**src/rtl/lsu_pkg.sv**
```systemverilog
// rtl/lsu_pkg.sv - shared funct3 codes, FSM state encoding and default memory size for the load/store unit
package lsu_pkg;
  localparam int LSU_MEM_BYTES = 1024;

  localparam logic [2:0] F3_B  = 3'b000;
  localparam logic [2:0] F3_H  = 3'b001;
  localparam logic [2:0] F3_W  = 3'b010;
  localparam logic [2:0] F3_BU = 3'b100;
  localparam logic [2:0] F3_HU = 3'b101;

  typedef enum logic [2:0] {
    ST_IDLE,
    ST_RD,
    ST_RDW,
    ST_WR,
    ST_DONE
  } lsu_state_t;
endpackage

```
**src/rtl/lsu_lane_align.sv**
```systemverilog
// rtl/lsu_lane_align.sv - byte/half lane extract-and-extend for loads and lane merge for sub-word stores
module lsu_lane_align
  import lsu_pkg::*;
(
  input  logic [2:0]  funct3,
  input  logic [1:0]  lane,
  input  logic [31:0] rdata,
  input  logic [31:0] wdata,
  output logic [31:0] load_data,
  output logic [31:0] merge_data
);
  logic [7:0]  lane_b;
  logic [15:0] lane_h;

  always_comb begin
    lane_b     = rdata[{lane, 3'b000} +: 8];
    lane_h     = rdata[{lane[1], 4'b0000} +: 16];
    load_data  = rdata;
    merge_data = rdata;
    case (funct3)
      F3_B:    load_data = {{24{lane_b[7]}}, lane_b};
      F3_BU:   load_data = {24'h0, lane_b};
      F3_H:    load_data = {{16{lane_h[15]}}, lane_h};
      F3_HU:   load_data = {16'h0, lane_h};
      default: load_data = rdata;
    endcase
    // Only the addressed lane is replaced; the rest of the word is kept from memory.
    case (funct3)
      F3_B:    merge_data[{lane, 3'b000} +: 8] = wdata[7:0];
      F3_H:    merge_data[{lane[1], 4'b0000} +: 16] = wdata[15:0];
      default: merge_data = wdata;
    endcase
  end
endmodule

```
**src/rtl/load_store_unit.sv**
```systemverilog
// rtl/load_store_unit.sv - single-request load/store FSM over a word-wide data memory
module load_store_unit
  import lsu_pkg::*;
#(
  parameter int MEM_BYTES = LSU_MEM_BYTES
) (
  input  logic        clk,
  input  logic        rst,
  input  logic        req_valid,
  output logic        req_ready,
  input  logic        req_we,
  input  logic [2:0]  req_funct3,
  input  logic [31:0] req_addr,
  input  logic [31:0] req_wdata,
  output logic        rsp_valid,
  input  logic        rsp_ready,
  output logic [31:0] rsp_rdata,
  output logic        rsp_err,
  output logic [31:0] mem_address,
  output logic [31:0] mem_write_data,
  output logic        mem_write,
  output logic        mem_read,
  input  logic [31:0] mem_read_data
);
  localparam logic [31:0] LAST_WORD = 32'(MEM_BYTES - 4);

  lsu_state_t  state;
  logic        we_q;
  logic [2:0]  f3_q;
  logic [31:0] addr_q;
  logic [31:0] wdata_q;
  logic [31:0] rdata_q;
  logic [31:0] merge_q;
  logic        err_q;
  logic        req_err;
  logic [31:0] load_data;
  logic [31:0] merge_data;

  always_comb begin
    req_err = 1'b0;
    case (req_funct3)
      F3_B, F3_BU: req_err = 1'b0;
      F3_H, F3_HU: req_err = req_addr[0];
      F3_W:        req_err = |req_addr[1:0];
      default:     req_err = 1'b1;
    endcase
    if (req_we && req_funct3[2]) req_err = 1'b1;
    if (req_addr > LAST_WORD) req_err = 1'b1;
  end

  lsu_lane_align u_lane_align (
    .funct3     (f3_q),
    .lane       (addr_q[1:0]),
    .rdata      (mem_read_data),
    .wdata      (wdata_q),
    .load_data  (load_data),
    .merge_data (merge_data)
  );

  always_ff @(posedge clk) begin
    if (rst) begin
      state   <= ST_IDLE;
      we_q    <= 1'b0;
      f3_q    <= 3'b000;
      addr_q  <= 32'h0;
      wdata_q <= 32'h0;
      rdata_q <= 32'h0;
      merge_q <= 32'h0;
      err_q   <= 1'b0;
    end else begin
      case (state)
        ST_IDLE: begin
          if (req_valid) begin
            we_q    <= req_we;
            f3_q    <= req_funct3;
            addr_q  <= req_addr;
            wdata_q <= req_wdata;
            rdata_q <= 32'h0;
            err_q   <= req_err;
            if (req_err) state <= ST_DONE;
            else if (req_we && req_funct3 == F3_W) state <= ST_WR;
            else state <= ST_RD;
          end
        end
        ST_RD:   state <= ST_RDW;
        ST_RDW: begin
          // Sub-word stores continue to WR with the merged word; loads finish here.
          if (we_q) begin
            merge_q <= merge_data;
            state   <= ST_WR;
          end else begin
            rdata_q <= load_data;
            state   <= ST_DONE;
          end
        end
        ST_WR:   state <= ST_DONE;
        ST_DONE: if (rsp_ready) state <= ST_IDLE;
        default: state <= ST_IDLE;
      endcase
    end
  end

  assign req_ready      = (state == ST_IDLE) && !rst;
  assign rsp_valid      = (state == ST_DONE) && !rst;
  assign mem_read       = (state == ST_RD) && !rst;
  assign mem_write      = (state == ST_WR) && !rst;
  assign mem_address    = {addr_q[31:2], 2'b00};
  assign mem_write_data = (f3_q == F3_W) ? wdata_q : merge_q;
  assign rsp_rdata      = rdata_q;
  assign rsp_err        = err_q;
endmodule

```
**config.mk**
```make
export PLATFORM = sky130hd
export DESIGN_NAME = load_store_unit
export DESIGN_NICKNAME = d
export VERILOG_FILES = /design/src/rtl/lsu_pkg.sv /design/src/rtl/lsu_lane_align.sv /design/src/rtl/load_store_unit.sv
export SDC_FILE = /design/constraint.sdc
export NUM_CORES = 1
export LEC_CHECK = 0
export ABC_AREA = 1
export ABC_CLOCK_PERIOD_IN_PS = 2500
export BUFFER_PORTS_ARGS = -buffer_cell sky130_fd_sc_hd__buf_2
export CORE_MARGIN = 2
export CORE_UTILIZATION = 53
export CTS_CLUSTER_SIZE = 14
export DETAILED_ROUTE_END_ITERATION = 10
export PLACE_DENSITY = 0.87
export SYNTH_ARGS = -nofsm -noshare
export SYNTH_HDL_FRONTEND = slang
export SYNTH_SLANG_ARGS = --single-unit
export TNS_END_PERCENT = 100
```
**constraint.sdc**
```tcl
create_clock -name clk -period 2.5 [get_ports clk]
set_clock_uncertainty 0.1 [all_clocks]
set_input_delay 0.375 -clock clk [delete_from_list [all_inputs] [get_ports clk]]
set_output_delay 0.375 -clock clk [all_outputs]
set_load 0.01 [all_outputs]
```
==> metrics.md <==
| Metric | Value |
|---|---|
| Outcome | `complete, no violations` |
| WS Path Type | `flop to output pin` |
| Gr ovfl total | `0` |
| Initial antenna violation count | `0` |
| Synth Area in Adders | `0.856%` |
| # hold bufs at CTS | `0` |
| H-tree depth | `4` |
| Initial Util | `54.8%` |
| Vias in the first global route | `7632` |
| Worst-path cell chain | `clkinvlp_4 > nand3_2 > buf_12 > nand2_1 > o21ai_0 > buf_2` |
| Antenna-violating nets left | `0` |
| IO buf count | `202` |
| RePlAce Congestion | `1.08` |
| Placed Instance Area | `8280 um2` |
| Relative slew slack | `59.5%` |
| Vias per std cell | `5.85` |
| Setup violators final | `0` |
| Final Util | `66.9%` |
| Hold path endpoint | `addr_q[18]` |
| Number of top-level pins | `205` |
| R2r worst-path depth | `8` |
| Most frequent cells in the layout | `buf_2, a21oi_1, nand2_1` |
| Commonest non-fill, non-tap cell in the layout | `buf_2` |
| First-pass DRT Iterations | `6` |
| Synth unique cells | `35` |
| Crit path DAT | `1.95 ns` |
| Post-synth EDFFs | `0` |
| Worst hold stages | `3` |
| Post-Syn Instances | `1066` |
| # diodes | `0` |
| Post-DP HPWL | `17200 um` |
| Count of pins over their slew limit | `0` |
| Post-synthesis mux area share | `0%` |
| Worst vdd ir | `0.000528 V` |
| R2r endpoint | `merge_q[4]` |
| Largest family of logic cells by synthesized area | `compound AO/OA/AOI/OAI gates` |
| Clk slew on worst S/H paths | `0.06 ns` |
| Max stage delay on crit path | `0.41 ns` |
| Flop2flop setup slack | `0.29 ns` |
| Die area | `14800 um2` |
| CP Max Fanout | `64` |
| Core ar. | `13300 um2` |
| Fin area | `8930 um2` |
| Final Cycle Share | `96.9%` |
| Final Total Pwr | `6490 uW` |
| Worst min path class | `primary input to flop` |
| Fmax | `413 MHz` |
| Global-route wire length before repair | `37700 um` |
| Synth Area in Simple Gates | `16.8%` |
| Setup_tns | `0 ns` |
| Longest Clk Path Bufs | `2` |
| Num Clock Sinks | `136` |
| Synth Cell Area | `7310 um2` |
| R2r startpoint | `f3_q[0]` |
| Die Span Y | `121 um` |
| Fraction of registers with async set or reset after synthesis | `0%` |
| Leakage | `0.00405 uW` |
| CP endpoint kind | `output pin` |
| Fin crit period | `2.42 ns` |
| CP max stage cell | `dfxtp_1` |
| CTS buffer count | `17` |
| Drt wl/cell | `17.2 um` |
| CP required | `2.03 ns` |
| P&R area growth vs syn | `22.2%` |
| GRT Util Overall | `32.4%` |
| DRC viols | `0` |
| Chip width | `121 um` |
| Iter 0 DRT Violations | `872` |
| Crit path launch type | `flop` |
| Compound-cell area share of the yosys netlist | `31.7%` |
| Worst Tran Pin Value | `0.604 ns` |
| Average size of a mapped cell | `6.86 um2` |
| WHS | `0.120 ns` |
| Final Hold Fails | `0` |
| # nets final | `1317` |
| Share of cells above drive strength 1 | `23.0%` |
| Row cnt | `42` |
| Yosys warns | `0` |
| Pwr/cell area | `726 nW/um2` |
| Largest net degree at the start of global routing | `65` |
| Ys flop type | `dfxtp_1` |
| Routed WL | `24000 um` |
| Post-synthesis share of cell area spent on xor and xnor gates | `0%` |
| Max-cap violations | `0` |
| Clk_lat worst skew | `0.43 ns` |
| CTS root buffer | `clkbuf_16` |
| CTS tree | `yes` |
| Vias | `8174` |
| Yosys reg bits | `136` |
| Seq/Total Area, Yosys | `37.2%` |
| Hold_sp | `req_addr[18]` |
==> report_power, final <==
group          switching (uW)  leakage [uW]  internal (uW)
combinational             860       0.00262            437
clock                     974      0.000309           1790
sequential                106       0.00112           2330
total                    1940       0.00405           4550
==> cell type report <==
type                    instances  area, um2
well taps                     176        220
multi-input cells             713       3630
clock buffers                  19        443
flip-flops and latches        136       2720
fillers                      1151       4420
repair buffers                231       1300
inverters                     109        413
clock inverters                13        201
==> logic make-up (layout without fill, tap and decap cells) <==
| group | Yosys count | in the layout |
|---|---|---|
| simple gates | 283 | 283 |
| buf+inv | 218 | 372 |
| compound gates | 423 | 423 |
| fa+ha+maj | 5 | 5 |
| flops | 136 | 136 |
| other cells | 1 | 2 |
==> worst max-delay path: cells and delay by family (launching register included) <==
family / cells / cell delay [ns]
flops: 1 / 0.41
buf+inv: 3 / 0.71
simple gates: 2 / 0.25
compound gates: 1 / 0.14
==> registers in the layout (all words and copies together), names as in the netlist <==
signal     flops
wdata_q       32
we_q           1
state          3
rsp_err        1
addr_q        32
rsp_rdata     32
f3_q           3
merge_q       32
==> metal layers <==
metal / vias up / global-route usage, % / wire length, um
li1: 3906 / - / -
met1: 3731 / 43.7 / 10100
met2: 479 / 50.6 / 10800
met3: 58 / 7.05 / 2490
met4: 0 / 12.8 / 689
met5: - / 0 / 0
==> synth_stat cells (all sizes together) (3+ instances only) <==
| library cell | n | area, um2 |
|---|---|---|
| o211ai | 49 | 368 |
| dfxtp | 136 | 2720 |
| inv | 108 | 405 |
| a21oi | 184 | 921 |
| a221oi | 7 | 61.3 |
| nor2 | 54 | 218 |
| ha | 5 | 62.6 |
| a31oi | 8 | 50.1 |
| clkbuf | 60 | 226 |
| nor3 | 4 | 42.5 |
| nand4 | 3 | 18.8 |
| nand3 | 67 | 335 |
| o2111ai | 8 | 70.1 |
| o21ai | 166 | 838 |
| nor4 | 3 | 18.8 |
| nand2 | 148 | 568 |
| buf | 49 | 344 |
==> timing repair <==
item,4_1_cts,5_1_grt
hold endpoints to repair,0,0
setup buffers,0,0
setup endpoints to repair,0,21
resized for setup,0,2
==> through the flow <==
step	instances	worst slack [ns]
after floorplan	1067	0.302
after global placement	1365	0.410
after detailed placement	1365	0.223
after CTS	1397	0.0430
after global routing	1397	-0.00950
final	1397	0.0764
==> worst max-delay path by stage <==
stage | startpoint | slack, ns | to | cells after the start
final | f3_q[0] | 0.08 | mem_write_data[2] | 6
after detailed placement | f3_q[0] | 0.22 | merge_q[4] | 8
after global placement | f3_q[1] | 0.41 | merge_q[1] | 9
after floorplan | addr_q[1] | 0.30 | merge_q[20] | 13
after CTS | f3_q[0] | 0.04 | mem_write_data[9] | 6
after global routing | f3_q[0] | -0.01 | mem_write_data[2] | 6
Note: power is estimated with default switching activity, not from simulation.
